## config.mk

```make
export PLATFORM = sky130hd
export DESIGN_NAME = line_bank_scheduler_flat
export DESIGN_NICKNAME = d
export VERILOG_FILES = /design/src/rtl/line_sched_pkg.sv /design/src/rtl/line_bank_scheduler_if.sv /design/src/rtl/line_bank_slot.sv /design/src/rtl/line_bank_scheduler.sv /design/src/flat_wrapper.sv
export SDC_FILE = /design/constraint.sdc
export NUM_CORES = 1
export LEC_CHECK = 0
export BUFFER_PORTS_ARGS = -buffer_cell sky130_fd_sc_hd__buf_2
export CORE_MARGIN = 3
export CORE_UTILIZATION = 28
export DETAILED_ROUTE_END_ITERATION = 8
export GPL_ROUTABILITY_DRIVEN = 0
export GPL_TIMING_DRIVEN = 0
export SYNTH_ARGS = -nofsm -noshare
export SYNTH_HDL_FRONTEND = slang
export SYNTH_SLANG_ARGS = --single-unit
```

## constraint.sdc

```tcl
create_clock -name SYS_CLK_I -period 3.59 [get_ports SYS_CLK_I]
set_input_delay 0.5385 -clock SYS_CLK_I [delete_from_list [all_inputs] [get_ports SYS_CLK_I]]
set_output_delay 0.5385 -clock SYS_CLK_I [all_outputs]
set_load 0.03 [all_outputs]
```

## src/rtl/line_sched_pkg.sv

```systemverilog
// Shared types and default sizing for the line-buffer ping-pong scheduler.
//   bank_state_t : life cycle of one line bank (FREE -> FILLING -> FULL -> READING)
//   rd_state_t   : reader handshake states (IDLE -> GRANT -> BUSY)
//   DEF_*        : default parameter values used by the interface and the top
package line_sched_pkg;

  localparam int DEF_ADDR_W      = 10;
  localparam int DEF_LINE_PIXELS = 320;
  localparam int DEF_LINE_CNT_W  = 9;

  typedef enum logic [1:0] {
    FREE    = 2'd0,
    FILLING = 2'd1,
    FULL    = 2'd2,
    READING = 2'd3
  } bank_state_t;

  typedef enum logic [1:0] {
    IDLE  = 2'd0,
    GRANT = 2'd1,
    BUSY  = 2'd2
  } rd_state_t;

endpackage

```

## src/rtl/line_bank_scheduler_if.sv

```systemverilog
// Signal bundle between the pixel source / LCD reader side and the scheduler.
//   slave  : scheduler view (frame sync, pixel strobe and reader handshake in;
//            RAM port-A write controls, grant/abort and status out)
//   master : environment view, directions mirrored
interface line_bank_scheduler_if
  import line_sched_pkg::*;
#(
  parameter int ADDR_W     = DEF_ADDR_W,
  parameter int LINE_CNT_W = DEF_LINE_CNT_W
);

  logic                  V_SYNC_I;
  logic                  WR_VALID_I;
  logic [ADDR_W-1:0]     WR_ADDR_I;
  logic                  WR_LINE_END_I;
  logic                  RD_REQ_I;
  logic                  RD_DONE_I;
  logic                  RAM_WE_O;
  logic [ADDR_W:0]       RAM_WR_ADDR_O;
  logic                  RD_GRANT_O;
  logic                  RD_BANK_O;
  logic                  RD_ABORT_O;
  logic [1:0]            LINES_FULL_O;
  logic                  OVERFLOW_O;
  logic [LINE_CNT_W-1:0] FRAME_LINE_O;

  modport slave (
    input  V_SYNC_I, WR_VALID_I, WR_ADDR_I, WR_LINE_END_I, RD_REQ_I, RD_DONE_I,
    output RAM_WE_O, RAM_WR_ADDR_O, RD_GRANT_O, RD_BANK_O, RD_ABORT_O,
           LINES_FULL_O, OVERFLOW_O, FRAME_LINE_O
  );

  modport master (
    output V_SYNC_I, WR_VALID_I, WR_ADDR_I, WR_LINE_END_I, RD_REQ_I, RD_DONE_I,
    input  RAM_WE_O, RAM_WR_ADDR_O, RD_GRANT_O, RD_BANK_O, RD_ABORT_O,
           LINES_FULL_O, OVERFLOW_O, FRAME_LINE_O
  );

endinterface

```

## src/rtl/line_bank_slot.sv

```systemverilog
// State register for one line bank.
//   clk, rst_n  : clock, asynchronous active-low reset
//   start_fill  : first accepted pixel of a line lands in this bank
//   close       : line end for the line being written into this bank
//   grant       : reader has been granted this bank
//   rd_release  : reader finished this bank
//   clear       : frame start, forces FREE
//   state       : current bank state
module line_bank_slot
  import line_sched_pkg::*;
(
  input  logic        clk,
  input  logic        rst_n,
  input  logic        start_fill,
  input  logic        close,
  input  logic        grant,
  input  logic        rd_release,
  input  logic        clear,
  output bank_state_t state
);

  bank_state_t state_next;

  always_comb begin
    // NOTE: every combinational output gets a default first so no path can infer a latch.
    state_next = state;
    unique case (state)
      // A one-pixel line closes straight from FREE.
      FREE:    if (close) state_next = FULL;
               else if (start_fill) state_next = FILLING;
      FILLING: if (close) state_next = FULL;
      FULL:    if (grant) state_next = READING;
      READING: if (rd_release) state_next = FREE;
      default: state_next = FREE;
    endcase
    if (clear) state_next = FREE;
  end

  // NOTE: state registers use non-blocking assignments so all flops update together.
  always_ff @(posedge clk or negedge rst_n) begin
    if (!rst_n) state <= FREE;
    else        state <= state_next;
  end

endmodule

```

## src/rtl/line_bank_scheduler.sv

```systemverilog
// Ping-pong scheduler for the two-line buffer RAM between the enhanced camera
// pixel stream and the LCD read FSM.
//   SYS_CLK_I, RESETN_I : clock, asynchronous active-low reset
//   bus (slave)         : V_SYNC_I frame start, WR_* pixel strobe, RD_REQ_I /
//                         RD_DONE_I reader handshake; RAM_WE_O / RAM_WR_ADDR_O
//                         registered port-A write, RD_GRANT_O / RD_BANK_O /
//                         RD_ABORT_O reader grant, LINES_FULL_O, OVERFLOW_O,
//                         FRAME_LINE_O status
// Lines are written alternately into bank 0 and bank 1 and handed to the
// reader in write order. When no bank is free at a line end, the next line is
// dropped and the switch is retried at every following line end.
module line_bank_scheduler
  import line_sched_pkg::*;
#(
  parameter int ADDR_W      = DEF_ADDR_W,
  parameter int LINE_PIXELS = DEF_LINE_PIXELS,
  parameter int LINE_CNT_W  = DEF_LINE_CNT_W
) (
  input logic                  SYS_CLK_I,
  input logic                  RESETN_I,
  line_bank_scheduler_if.slave bus
);

  localparam logic [ADDR_W:0] PIX_LIMIT = (ADDR_W + 1)'(LINE_PIXELS);

  logic                  vs_d;
  logic                  vs_rise;
  logic                  wr_bank;
  logic                  rd_ptr;
  logic                  drop;
  logic                  overflow;
  logic                  rd_bank;
  logic                  rd_abort;
  logic                  ram_we;
  logic [ADDR_W:0]       ram_wr_addr;
  logic [LINE_CNT_W-1:0] frame_line;
  logic [1:0]            lines_full;
  bank_state_t           bank_st [2];
  rd_state_t             rd_state;
  rd_state_t             rd_next;

  logic       pix;
  logic       line_end;
  logic       in_range;
  logic       done_fire;
  logic       other_free;
  logic [1:0] start_fill;
  logic [1:0] close;
  logic [1:0] grant;
  logic [1:0] rd_release;

  // Decode of this cycle's events. A frame-start edge swallows any pixel or
  // line end arriving with it.
  always_comb begin
    vs_rise    = bus.V_SYNC_I & ~vs_d;
    pix        = bus.WR_VALID_I & ~vs_rise;
    line_end   = pix & bus.WR_LINE_END_I;
    in_range   = {1'b0, bus.WR_ADDR_I} < PIX_LIMIT;
    done_fire  = (rd_state == BUSY) & bus.RD_DONE_I;
    // A bank released by the reader in this very cycle counts as free.
    other_free = (bank_st[~wr_bank] == FREE) | (done_fire & (rd_ptr == ~wr_bank));
    for (int b = 0; b < 2; b++) begin
      start_fill[b] = pix & ~drop & (wr_bank == 1'(b));
      close[b]      = line_end & ~drop & (wr_bank == 1'(b));
      grant[b]      = (rd_state == GRANT) & (rd_ptr == 1'(b));
      rd_release[b] = done_fire & (rd_ptr == 1'(b));
    end
  end

  for (genvar g = 0; g < 2; g++) begin : g_slot
    line_bank_slot u_slot (
      .clk        (SYS_CLK_I),
      .rst_n      (RESETN_I),
      .start_fill (start_fill[g]),
      .close      (close[g]),
      .grant      (grant[g]),
      .rd_release (rd_release[g]),
      .clear      (vs_rise),
      .state      (bank_st[g])
    );
  end

  // Reader FSM, next-state half.
  always_comb begin
    rd_next = rd_state;
    unique case (rd_state)
      IDLE:    if (bus.RD_REQ_I && (bank_st[rd_ptr] == FULL)) rd_next = GRANT;
      GRANT:   rd_next = BUSY;
      BUSY:    if (bus.RD_DONE_I) rd_next = IDLE;
      default: rd_next = IDLE;
    endcase
    if (vs_rise) rd_next = IDLE;
  end

  always_ff @(posedge SYS_CLK_I or negedge RESETN_I) begin
    if (!RESETN_I) begin
      rd_state <= IDLE;
      rd_ptr   <= 1'b0;
      rd_bank  <= 1'b0;
      rd_abort <= 1'b0;
    end else begin
      rd_state <= rd_next;
      rd_abort <= vs_rise & (rd_state != IDLE);
      if ((rd_state == IDLE) && (rd_next == GRANT)) rd_bank <= rd_ptr;
      if (vs_rise)        rd_ptr <= 1'b0;
      else if (done_fire) rd_ptr <= ~rd_ptr;
    end
  end

  // Registered RAM port-A write; the address holds between strobes.
  always_ff @(posedge SYS_CLK_I or negedge RESETN_I) begin
    if (!RESETN_I) begin
      vs_d        <= 1'b0;
      ram_we      <= 1'b0;
      ram_wr_addr <= '0;
    end else begin
      vs_d   <= bus.V_SYNC_I;
      ram_we <= pix & ~drop & in_range;
      if (pix) ram_wr_addr <= {wr_bank, bus.WR_ADDR_I};
    end
  end

  // Write-side bookkeeping: bank switch, drop handling, line counter.
  always_ff @(posedge SYS_CLK_I or negedge RESETN_I) begin
    if (!RESETN_I) begin
      wr_bank    <= 1'b0;
      drop       <= 1'b0;
      overflow   <= 1'b0;
      frame_line <= '0;
      lines_full <= 2'd0;
    end else if (vs_rise) begin
      wr_bank    <= 1'b0;
      drop       <= 1'b0;
      overflow   <= 1'b0;
      frame_line <= '0;
      lines_full <= 2'd0;
    end else begin
      lines_full <= {1'b0, bank_st[0] == FULL} + {1'b0, bank_st[1] == FULL};
      if (line_end) begin
        if (frame_line != '1) frame_line <= frame_line + 1'b1;
        if (other_free) begin
          wr_bank <= ~wr_bank;
          drop    <= 1'b0;
        end else begin
          drop     <= 1'b1;
          overflow <= 1'b1;
        end
      end
    end
  end

  assign bus.RAM_WE_O      = ram_we;
  assign bus.RAM_WR_ADDR_O = ram_wr_addr;
  assign bus.RD_GRANT_O    = (rd_state == GRANT);
  assign bus.RD_BANK_O     = rd_bank;
  assign bus.RD_ABORT_O    = rd_abort;
  assign bus.LINES_FULL_O  = lines_full;
  assign bus.OVERFLOW_O    = overflow;
  assign bus.FRAME_LINE_O  = frame_line;

endmodule

```

## src/flat_wrapper.sv

```systemverilog
// flat-port wrapper written by rule: the top's interface ports become plain ports
module line_bank_scheduler_flat import line_sched_pkg::*;
#(
  parameter int ADDR_W      = DEF_ADDR_W,
  parameter int LINE_PIXELS = DEF_LINE_PIXELS,
  parameter int LINE_CNT_W  = DEF_LINE_CNT_W
)
  (SYS_CLK_I, RESETN_I, bus_V_SYNC_I, bus_WR_VALID_I, bus_WR_ADDR_I, bus_WR_LINE_END_I, bus_RD_REQ_I, bus_RD_DONE_I, bus_RAM_WE_O, bus_RAM_WR_ADDR_O, bus_RD_GRANT_O, bus_RD_BANK_O, bus_RD_ABORT_O, bus_LINES_FULL_O, bus_OVERFLOW_O, bus_FRAME_LINE_O);
  line_bank_scheduler_if #(.ADDR_W(ADDR_W), .LINE_CNT_W(LINE_CNT_W)) bus_i ();
  input logic SYS_CLK_I;
  input logic RESETN_I;
  input wire logic [$bits(bus_i.V_SYNC_I)-1:0] bus_V_SYNC_I;
  input wire logic [$bits(bus_i.WR_VALID_I)-1:0] bus_WR_VALID_I;
  input wire logic [$bits(bus_i.WR_ADDR_I)-1:0] bus_WR_ADDR_I;
  input wire logic [$bits(bus_i.WR_LINE_END_I)-1:0] bus_WR_LINE_END_I;
  input wire logic [$bits(bus_i.RD_REQ_I)-1:0] bus_RD_REQ_I;
  input wire logic [$bits(bus_i.RD_DONE_I)-1:0] bus_RD_DONE_I;
  output wire logic [$bits(bus_i.RAM_WE_O)-1:0] bus_RAM_WE_O;
  output wire logic [$bits(bus_i.RAM_WR_ADDR_O)-1:0] bus_RAM_WR_ADDR_O;
  output wire logic [$bits(bus_i.RD_GRANT_O)-1:0] bus_RD_GRANT_O;
  output wire logic [$bits(bus_i.RD_BANK_O)-1:0] bus_RD_BANK_O;
  output wire logic [$bits(bus_i.RD_ABORT_O)-1:0] bus_RD_ABORT_O;
  output wire logic [$bits(bus_i.LINES_FULL_O)-1:0] bus_LINES_FULL_O;
  output wire logic [$bits(bus_i.OVERFLOW_O)-1:0] bus_OVERFLOW_O;
  output wire logic [$bits(bus_i.FRAME_LINE_O)-1:0] bus_FRAME_LINE_O;
  assign bus_i.V_SYNC_I = bus_V_SYNC_I;
  assign bus_i.WR_VALID_I = bus_WR_VALID_I;
  assign bus_i.WR_ADDR_I = bus_WR_ADDR_I;
  assign bus_i.WR_LINE_END_I = bus_WR_LINE_END_I;
  assign bus_i.RD_REQ_I = bus_RD_REQ_I;
  assign bus_i.RD_DONE_I = bus_RD_DONE_I;
  assign bus_RAM_WE_O = bus_i.RAM_WE_O;
  assign bus_RAM_WR_ADDR_O = bus_i.RAM_WR_ADDR_O;
  assign bus_RD_GRANT_O = bus_i.RD_GRANT_O;
  assign bus_RD_BANK_O = bus_i.RD_BANK_O;
  assign bus_RD_ABORT_O = bus_i.RD_ABORT_O;
  assign bus_LINES_FULL_O = bus_i.LINES_FULL_O;
  assign bus_OVERFLOW_O = bus_i.OVERFLOW_O;
  assign bus_FRAME_LINE_O = bus_i.FRAME_LINE_O;
  line_bank_scheduler #(.ADDR_W(ADDR_W), .LINE_PIXELS(LINE_PIXELS), .LINE_CNT_W(LINE_CNT_W)) u_core (.SYS_CLK_I(SYS_CLK_I), .RESETN_I(RESETN_I), .bus(bus_i));
endmodule
```

Yosys cells after proc, flatten, opt, wreduce, memory -nomap -nowiden
Cells that the tools add are included.
{"block": "totals", "in_bits": 17, "ff_bits": 36, "wordCells": 120, "out_inout_bits": 27}
{"block": "classes", "muxes": 39, "reduce_logical": 16, "n_lt_le_gt_ge": 3, "bitwise_logic": 25, "addsub": 2, "n_eq_ne": 21}
{"operator": "$mux W2", "n": 22}
{"operator": "$mux W9", "n": 3}
{"operator": "$ne A3 B2 Y1 const B", "n": 6}
{"operator": "$and A1 B1 Y1", "n": 17}
{"operator": "$pmux W2 S4", "n": 2}
{"operator": "$eq A2 B2 Y1 const B", "n": 6}
{"operator": "$mux W1", "n": 11}
{"operator": "$lt A10 B9 Y1 const B", "n": 1}
{"operator": "$reduce_bool A2 Y1", "n": 5}
{"operator": "$add A9 B1 Y9 const B", "n": 1}
{"operator": "$ne A9 B9 Y1 const B", "n": 1}
{"operator": "$eq A2 B1 Y1 const B", "n": 4}
{"operator": "$logic_not A2 Y1", "n": 4}
{"operator": "$ne A4 B3 Y1 const B", "n": 2}
{"operator": "$reduce_and A4 Y1", "n": 2}
{"operator": "$pmux W2 S3", "n": 1}
{"operator": "$reduce_and A2 Y1", "n": 3}
{"operator": "$not A1 Y1", "n": 5}
{"operator": "$ge A2 B2 Y1 const B", "n": 2}
{"operator": "$not A1 Y2", "n": 2}
{"operator": "$add A1 B1 Y2", "n": 1}
{"operator": "$logic_and A1 B1 Y1", "n": 2}
{"operator": "$ne A2 B1 Y1 const B", "n": 1}
{"operator": "$eq A1 B1 Y1", "n": 1}
{"operator": "$or A1 B1 Y1", "n": 1}

Depth between registers and ports, before layout
{"block": "depth", "word_depth": 11, "depth_mapped": 8, "depth_no_buf": 8}

Modules after synthesis
From an unflattened synthesis, not the netlist that was laid out.
{"block": "hier_totals", "hier_cells": 177, "hier_area_um2": 1914.3}
{"module": "line_bank_scheduler", "seq_area_each_um2": 800.8, "instances": 1, "area_each_um2": 1496.4, "cells_per_inst": 131}
{"module": "line_bank_slot", "seq_area_each_um2": 50.0, "instances": 2, "area_each_um2": 209.0, "cells_per_inst": 23}

Least setup slack after synthesis
OpenSTA, ideal clock, no wires.
{"block": "synth_timing", "path_kind": "register -> register", "start": "register u_core.frame_line[0], in the netlist u_core.bus.FRAME_LINE_O[0]", "end": "register u_core.frame_line[1], in the netlist u_core.bus.FRAME_LINE_O[1]", "t_arrival_ns": 1.714, "t_required_ns": 3.458, "slack_ns": 1.744, "stages_incl_launch_ff": 9, "period_less_slack_ns": 1.846, "path_cell_list": "dfrtp_1 > ha_1 > nand3_1 > nor2_1 > ha_1 > nor2b_1 > nand3_1 > mux2i_1 > nor2_1"}
{"block": "synth_via", "elab_chain_len": 4}
{"item": "start: declaration", "line_no": "line_bank_scheduler.sv:36", "source": "logic [LINE_CNT_W-1:0] frame_line;"}
{"item": "start signal: assignment", "line_no": "line_bank_scheduler.sv:140", "source": "if (frame_line != '1) frame_line <= frame_line + 1'b1;"}
{"item": "$add A9 B1 Y9", "line_no": "line_bank_scheduler.sv:140"}
{"item": "$mux W9", "line_no": "line_bank_scheduler.sv:140"}
{"item": "$mux W9", "line_no": "line_bank_scheduler.sv:139", "source": "if (line_end) begin"}
{"item": "$mux W9", "line_no": "line_bank_scheduler.sv:131", "source": "end else if (vs_rise) begin"}
Several ways; a longest one is shown, not always the timed one. The select of a mux whose other input is x is not followed.
A chain may end at the register's enable or synchronous reset.

Worst setup path after layout
Same ends and word-level chain as after synthesis.

==> summary.md <==
| Metric | Value |
|---|---|
| Worst R2R Start | u_core.bus.FRAME_LINE_O[0] |
| Htree depth | 2 |
| Sequential share of power | 40.4% |
| Final setup vio count | 0 |
| Number of synthesized flops with an enable pin | 0 |
| Die X-Extent | 88.1 um |
| CTS max path bufs | 2 |
| Root buf cell | clkbuf_8 |
| Crit Path Category | flop to flop |
| TritonCTS Buffers | 5 |
| Outcome | complete, no violations |
| Synth top area share | 47.7% |
| Post-DR wirelength/cell | 13.1 um |
| Post_cts resized | 0 |
| Initial antenna violation count | 0 |
| IO buf count | 42 |
| Initial Util | 29.2% |
| Initial drt markers | 71 |
| Pre-CTS setup slack | 1.54 ns |
| Top cells by area, synth | dfrtp_1, ha_1, mux2_2, nor2_1, nand3_1 |
| Sequential area share after synthesis | 47.7% |
| Main synth FF type | dfrtp_1 |
| PD cells | 583 nW/um2 |
| Ant. Diodes | 0 |
| Antenna Nets Post-Route | 0 |
| Core ar. | 6460 um2 |
| Worst Clk Skew | 0.00686 ns |
| Final slew viol count | 0 |
| Period utilization | 52.1% |
| Synth cell types | 41 |
| First-pass GRT wire length | 6.62 mm |
| YS warnings | 0 |
| Int Pwr | 818 uW |
| FFs w/ async S/R, synth | 100% |
| Final critical-path setup slack | 1.72 ns |
| Hold Vio Cnt, Final | 0 |
| Clock power share | 21.3% |
| Detailed-route DRC error count | 0 |
| Layout Cells excl Fill | 307 |
| Arr. time, crit path | 2.02 ns |
| Most common cell after layout, fill and taps aside | buf_2 |
| Highest cell delay on the worst timing path | 0.43 ns |
| Max IR drop VDD | 0.217 mV |
| RSZ-0062 raised after global routing | false |
| CTS sink cnt | 36 |
| Net Count, Synth | 210 |
| Mapped Area | 1890 um2 |
| Rel. slew slack | 45.5% |
| Die Area | 7760 um2 |
| Area grow syn2layout | 20.9% |
| CTS tree | yes |
| CP Cell Sequence | ha_1 > nand3_1 > nor2_1 > ha_1 > nor2b_1 > nand3_1 > mux2i_1 > nor2_1 |
| DIE HEIGHT | 88.1 um |
| Vias per cell | 4.79 |
| Total GRT Usage | 10.8% |
| Sw Ratio | 38.6% |
| Worst-margin pin slew | 0.817 ns |
| Setup bufs post-CTS | 0 |
| Max cap viols | 0 |
| CP startpoint | u_core.bus.FRAME_LINE_O[0] |
| Via count | 1469 |
| Mean Syn Cell Area | 10.5 um2 |
| Static Leak | 0.00113 uW |
| Fmax | 534 MHz |
| Worst-Skew Late Latency | 0.28 ns |
| Startpoint type of the worst setup path | flop |
| Share of cells above drive strength 1 | 29.1% |
| Drt first pass iters | 4 |
| NumNets Final | 259 |
| # IOs | 44 |
| Slowest CP cell | dfrtp_1 |
| Clock slew at reported path FFs | 0.07 ns |
| Fin crit period | 1.87 ns |
| Most frequent cells in the layout | buf_2, dfrtp_1, nor2_1, ha_1, mux2_2 |
| Largest delay share family, worst path | simple AND/OR/NAND/NOR gates |
| Worst-path maximum fanout | 5 |
| Number of global-route vias before repair | 1407 |
| Post-cts hold buffer count | 0 |
| Dominant cell type by area after synthesis | dfrtp_1 |
| Crit path capture type | flop |
| Yosys reg bits | 36 |
| Class of the worst hold path | primary input to async pin |
| Post-DP HPWL | 2.99 mm |
| Final Core Density | 35.3% |
| Gate power share | 38.3% |
| Buf/Inv on CP | 0 |
| Rows | 29 |
| Routed WL | 4.02 mm |
| Switching power | 514 uW |
| Largest net degree at the start of global routing | 37 |
| Post-synthesis instance total | 180 |
| CP Data Required Time | 3.74 ns |
| Overflow after GRT | 0 |
| Fin Setup TNS | 0 ns |
| Post-Place Cells | 299 |
## power groups by stage
stage | registers (uW) | logic [uW] | clock network [uW]
2_1_floorplan | 612 | 308 | 0
3_5_place_dp | 546 | 512 | 0
4_1_cts | 538 | 517 | 300
3_3_place_gp | 545 | 504 | 0
5_1_grt | 553 | 574 | 316
6_report | 538 | 510 | 283
## final timing paths
check | end | slack (ns) | cells after the start
max | u_core.bus.FRAME_LINE_O[1] | 1.72 | 8
min reg2reg | u_core.bus.RAM_WR_ADDR_O[10] | 0.49 | 2
max in group asynchronous | u_core.bus.OVERFLOW_O | 2.73 | 1
min in group SYS_CLK_I | u_core.vs_d | 0.40 | 1
max reg2reg | u_core.bus.FRAME_LINE_O[1] | 1.72 | 8
min | u_core.bus.FRAME_LINE_O[8] | 0.33 | 1
## cell type report
class                      count  area (um2)
multi-input combinational    131         932
sequential                    36         901
clock inverter                 3        18.8
fill                         691        4180
tap                           77        96.3
buffer                         6        28.8
clock buffer                   5        68.8
inverter                       7        26.3
timing repair buffer          42         210
## synth_stat cells (all sizes together) (4+ instances only)
cell	count
nor3	4
xor2	4
nand2b	4
a21oi	5
xnor2	4
o21ai	6
mux2	11
inv	7
nand2	7
nor2	24
nand3	8
ha	13
nor2b	4
dfrtp	36
## cell families (layout without fill, tap and decap cells)
kind of cell               after synthesis  count (layout)  synth area share, %
AOI/OAI and AO/OA                       21              21                 7.29
DFF                                     36              36                 47.7
muxes                                   14              14                 8.15
xor gates and xnor gates                 8               8                 3.71
buffers and inverters                   13              63                 2.92
adders and majority gates               13              13                 8.62
and+or+nand+nor                         75              75                 21.6
## flip-flops by register name, indices dropped and copies added (netlist names)
register	count
u_core.bus.LINES_FULL_O	2
u_core.rd_ptr	1
u_core.bus.OVERFLOW_O	1
u_core.bus.RD_ABORT_O	1
u_core.bus.RAM_WE_O	1
u_core.drop	1
u_core.g_slot.u_slot.state	4
u_core.vs_d	1
u_core.bus.FRAME_LINE_O	9
u_core.rd_state	2
u_core.wr_bank	1
u_core.bus.RD_BANK_O	1
u_core.bus.RAM_WR_ADDR_O	11
## through the flow
stage | instance area, um2 | total power [uW] | hold slack [ns]
4_1_cts | 2280 | 1350 | 0.379
3_5_place_dp | 2190 | 1060 | 0.478
2_1_floorplan | 1890 | 919 | 0.243
6_report | 2280 | 1330 | 0.332
3_3_place_gp | 2190 | 1050 | 0.474
5_1_grt | 2280 | 1440 | 0.389
## metal layers
layer	vias to the layer above	routed length (um)	share of wire, %	track usage [%]
met5	-	0	0	0
met4	0	21	0.52	2.20
met3	3	206	5.1	3.01
met2	36	1900	47	17.5
met1	698	1890	47	14.6
li1	732	-	-	-
Note: power is estimated with default switching activity, not from simulation.
